<file path="src/rtl/uart_receiver.sv">
// rtl/uart_receiver.sv - 8N1 UART receiver with mid-bit sampling and break hold-off
module uart_receiver #(
    parameter int clk_freq  = 100000000,
    parameter int baud_rate = 9600
) (
    input  logic       clk,
    input  logic       reset,
    input  logic       rxd,
    output logic [7:0] data,
    output logic       data_valid,
    output logic       frame_error,
    output logic       busy
);

    localparam int CLKS_PER_BIT = clk_freq / baud_rate;
    localparam int HALF_BIT     = CLKS_PER_BIT / 2;
    localparam int CNT_W        = $clog2(CLKS_PER_BIT);
    localparam logic [CNT_W-1:0] HALF_LAST = CNT_W'(HALF_BIT - 1);
    localparam logic [CNT_W-1:0] BIT_LAST  = CNT_W'(CLKS_PER_BIT - 1);

    if (CLKS_PER_BIT < 4) begin : g_bad_params
        $error("uart_receiver: clk_freq/baud_rate must be at least 4");
    end

    typedef enum logic [2:0] {IDLE, START, DATA, STOP, BREAK} state_t;

    state_t           state_q, state_d;
    logic             sync1_q, sync1_d;
    logic             rx_s_q, rx_s_d;
    logic [CNT_W-1:0] cnt_q, cnt_d;
    logic [2:0]       bit_idx_q, bit_idx_d;
    logic [7:0]       shift_q, shift_d;
    logic [7:0]       data_q, data_d;
    logic             data_valid_q, data_valid_d;
    logic             frame_error_q, frame_error_d;

    always_ff @(posedge clk) begin
        if (reset) begin
            state_q       <= IDLE;
            sync1_q       <= 1'b1;
            rx_s_q        <= 1'b1;
            cnt_q         <= '0;
            bit_idx_q     <= '0;
            shift_q       <= '0;
            data_q        <= '0;
            data_valid_q  <= 1'b0;
            frame_error_q <= 1'b0;
        end else begin
            state_q       <= state_d;
            sync1_q       <= sync1_d;
            rx_s_q        <= rx_s_d;
            cnt_q         <= cnt_d;
            bit_idx_q     <= bit_idx_d;
            shift_q       <= shift_d;
            data_q        <= data_d;
            data_valid_q  <= data_valid_d;
            frame_error_q <= frame_error_d;
        end
    end

    always_comb begin
        state_d       = state_q;
        sync1_d       = rxd;
        rx_s_d        = sync1_q;
        cnt_d         = cnt_q + CNT_W'(1);
        bit_idx_d     = bit_idx_q;
        shift_d       = shift_q;
        data_d        = data_q;
        data_valid_d  = 1'b0;
        frame_error_d = 1'b0;
        case (state_q)
            IDLE: begin
                cnt_d = '0;
                if (!rx_s_q) state_d = START;
            end
            START: begin
                if (cnt_q == HALF_LAST) begin
                    cnt_d     = '0;
                    bit_idx_d = '0;
                    state_d   = rx_s_q ? IDLE : DATA;
                end
            end
            DATA: begin
                // Counter restarts every bit so each sample stays on a bit centre.
                if (cnt_q == BIT_LAST) begin
                    cnt_d     = '0;
                    shift_d   = {rx_s_q, shift_q[7:1]};
                    bit_idx_d = bit_idx_q + 3'd1;
                    if (bit_idx_q == 3'd7) state_d = STOP;
                end
            end
            STOP: begin
                if (cnt_q == BIT_LAST) begin
                    cnt_d = '0;
                    if (rx_s_q) begin
                        data_d       = shift_q;
                        data_valid_d = 1'b1;
                        state_d      = IDLE;
                    end else begin
                        frame_error_d = 1'b1;
                        state_d       = BREAK;
                    end
                end
            end
            BREAK: begin
                cnt_d = '0;
                if (rx_s_q) state_d = IDLE;
            end
            default: begin
                cnt_d   = '0;
                state_d = IDLE;
            end
        endcase
    end

    assign data        = data_q;
    assign data_valid  = data_valid_q;
    assign frame_error = frame_error_q;
    assign busy        = (state_q != IDLE);

endmodule

</file>
<file path="config.mk">
export PLATFORM = sky130hd
export DESIGN_NAME = uart_receiver
export DESIGN_NICKNAME = d
export VERILOG_FILES = /design/src/rtl/uart_receiver.sv
export SDC_FILE = /design/constraint.sdc
export NUM_CORES = 1
export LEC_CHECK = 0
export CAP_MARGIN = 0
export CORE_MARGIN = 2
export CORE_UTILIZATION = 56
export CTS_CLUSTER_SIZE = 25
export DETAILED_ROUTE_END_ITERATION = 10
export PLACE_DENSITY = 0.83
export SETUP_SLACK_MARGIN = 0.3
export SLEW_MARGIN = 0
export SYNTH_ARGS = -nofsm -noshare
export SYNTH_HDL_FRONTEND = slang
export SYNTH_SLANG_ARGS = --single-unit
export TNS_END_PERCENT = 10
</file>
<file path="constraint.sdc">
create_clock -name clk -period 2.3 [get_ports clk]
set_input_delay 0.23 -clock clk [delete_from_list [all_inputs] [get_ports clk]]
set_output_delay 0.23 -clock clk [all_outputs]
set_load 0.01 [all_outputs]
</file>
==> flow_summary_export.csv <==
group,metric,value,unit
drt,drtIter0Drc,33,
drt,dr.pass1.iters,6,
final_layout,synthToLayoutAreaGrowth,18.0,%
clock_tree,postCtsHoldBufs,0,
sta,worst_slew_pin_slew,0.336,ns
sta,setup_viol,0,
synthesis,syn-num-nets,191,
setup_path,slowest_stage,"or4b_4",
setup_path,arrival,2.21,ns
drt,wl_per_cell,14.1,um
global_routing,grt_pass1_wl,5.43,mm
drt,antenna_left,0,
global_routing,gr-total-overflow,0,
global_routing,grtUsageTotal,20.5,%
sta,period_minus_slack,1.96,ns
drt,drcViolationCount,0,
setup_path,cp_max_fo,14,
floorplanning,io_pins,14,
clock_tree,clk_latency,0.36,ns
pwr,power.density,618,nW/um^2
setup_path,critPathBufInv,2,
setup_path,crit_top_cell,"buf_6",
job,maxCapViolations,0,
floorplanning,coreArea,3000,um^2
synthesis,synthFlopType,"dfxtp_1",
floorplanning,row_count,20,
synthesis,synthCells,185,
clock_tree,path_clk_slew,0.13,ns
sta,max_freq,0.510,GHz
sta,hold_viol_final,0,
synthesis,ys_types,38,
synthesis,ys_warn_count,0,
outcome,status,"finished clean",
clock_tree,clock_path_buffers,2,
setup_path,path_cells,"or4b_4, nor4_4, buf_6, nand2b_1, a21o_1, buf_6, nor2_1",
placement,dp_hpwl,2.30,mm
synthesis,synth_top_area_share,46.1,%
clock_tree,cts.sinks,40,
sta,fin_setup_tns,0,ns
synthesis,avgSynthCellArea,9.38,um^2
final_layout,n_fill_cell,230,
sta,rsz0062_at_grt,"yes",
sta,finalCritPeriodShare,85.2,%
pwr,peakVddDrop,409,uV
drt,drt-total-wl,3.32,mm
sta,clock_skew,0.0197,ns
drt,viasPerCell,5.64,
floorplanning,die_height,59.7,um
synthesis,synth_edf_count,0,
setup_path,critPathLaunchType,"flip-flop",
setup_path,critPathKind,"flip-flop to flip-flop",
floorplanning,initial_core_util,57.8,%
synthesis,synth_most_common_cell,"dfxtp_1",
setup_path,slowest_delay,0.54,ns
placement,globalplace.congestion,0.756,
global_routing,grt_pass1_vias,1238,
synthesis,synth_area_leader_cell,"dfxtp_1",
setup_path,crit_required,2.55,ns
synthesis,async_flop_share,0,%
final_layout,n_antenna_cell,0,
global_routing,grt_max_degree,29,
sta,max_slew_margin,77.4,%
synthesis,ys_top_cells_by_count,"dfxtp_1 (40), nor2_1 (39), mux2i_1 (19)",
floorplanning,die_x,59.7,um
synthesis,syn-cell-area,1740,um^2
sta,hold_slack,0.402,ns
floorplanning,die_area,3560,um^2
sta,final-max-slew-violation-count,0,
synthesis,ys_ff_latch,40,
drt,vias,1332,
final_layout,drive_gt1_share,13.3,%
setup_path,crit_path_end_kind,"flip-flop",
final_layout,nets,208,
clock_tree,ctsHtreeMaxLevel,2,
hold_path,hp-class,"flip-flop to flip-flop",
global_routing,antenna_found_initial,0,
clock_tree,cts_buffers,5,
synthesis,ys_seq_area_share,46.1,%
pwr,p_leak,0.786,nW
clock_tree,root_buffer,"clkbuf_4",
placement,portBuffers,13,
setup_path,crit_family,"simple AND/OR/NAND/NOR gates",
synthesis,synth_top_cells_by_area,"dfxtp_1 (46%), mux2i_1 (11%), nor2_1 (8.4%), xnor2_1 (3.5%), xor2_1 (2.5%)",
clock_tree,cts_tree,"yes",
-- layout make-up --
| type | instances | area (um^2) | area share (%) |
|---|---|---|---|
| multi-input cells | 133 | 917 | 44.8 |
| flip-flops and latches | 40 | 806 | 39.3 |
| repair buffers | 18 | 179 | 8.74 |
| clock buffers | 6 | 51.3 | 2.50 |
| well taps | 33 | 41.3 | 2.02 |
| clock inverters | 2 | 38.8 | 1.89 |
| inverters | 4 | 15.0 | 0.733 |
-- flip-flops by register name (all words and copies together), names as in the netlist --
name,cells
cnt_q,14
data,8
shift_q,8
bit_idx_q,3
state_q,3
data_valid,1
frame_error,1
rx_s_d,1
rx_s_q,1
-- cells in the final DEF, fill, tap and decap left out, types with 3 or more instances in the layout --
| cell type | count |
|---|---|
| nor2_1 | 39 |
| dfxtp_1 | 36 |
| mux2i_1 | 19 |
| clkdlybuf4s50_1 | 13 |
| nand2_1 | 10 |
| xnor2_1 | 7 |
| nand3_1 | 6 |
| xor2_1 | 5 |
| clkbuf_4 | 5 |
| inv_1 | 4 |
| and3_1 | 4 |
| nand2b_1 | 4 |
| dfxtp_2 | 4 |
| or2_2 | 3 |
| nand3b_1 | 3 |
| nor2b_1 | 3 |
| ha_1 | 3 |
| buf_6 | 3 |
-- metal layers --
metal  up-vias  share of wire [%]  global-route usage [%]
met4         0                3.5                    11.1
met2        31                 49                    32.9
met3        18                3.6                    4.98
li1        661                  -                       -
met5         -                  0                       0
met1       622                 44                    25.1
-- final timing paths --
| check | from | end | slack [ns] | cells after the start |
|---|---|---|---|---|
| min reg2reg | rx_s_d | rx_s_q | 0.40 | 1 |
| min | rx_s_d | rx_s_q | 0.40 | 1 |
| max | cnt_q[6] | cnt_q[4] | 0.34 | 7 |
| max reg2reg | cnt_q[6] | cnt_q[4] | 0.34 | 7 |
-- repair_timing --
item / 4_1_cts / 5_1_grt
endpoints found under the setup margin: 22 / 35
pin swaps: 0 / 1
resized for setup: 2 / 9
setup buffers: 0 / 1
-- metrics by stage --
stage | util (%) | std cells | setup slack [ns] | total power (W) | cell area [um^2]
2_1_floorplan | - | 185 | 0.296 | 0.000759 | 1740
3_3_place_gp | 63.2 | 227 | 0.283 | 0.000773 | 1900
3_5_place_dp | 63.2 | 227 | 0.235 | 0.000775 | 1900
4_1_cts | 66.6 | 235 | 0.265 | 0.00127 | 2000
5_1_grt | 68.2 | 236 | 0.225 | 0.00131 | 2050
6_report | 68.2 | 236 | 0.340 | 0.00127 | 2050
-- power breakdown --
group | internal, W | switching (W) | leakage (nW) | total (W)
clock network | 0.000260 | 0.000242 | 0.0484 | 0.000502
logic | 0.0000284 | 0.0000295 | 0.413 | 0.0000579
registers | 0.000698 | 0.00000743 | 0.325 | 0.000705
total | 0.000986 | 0.000279 | 0.786 | 0.00127
-- logic make-up after synthesis --
kind of cell	after synthesis	share of synthesized area (%)
DFF	40	46.1
and+or+nand+nor	86	25.8
buffers and inverters	12	3.24
AOI/OAI and AO/OA	12	4.97
adders and majority gates	3	2.16
muxes	20	11.6
xor gates and xnor gates	12	6.06
Note: power is estimated with default switching activity, not from simulation.
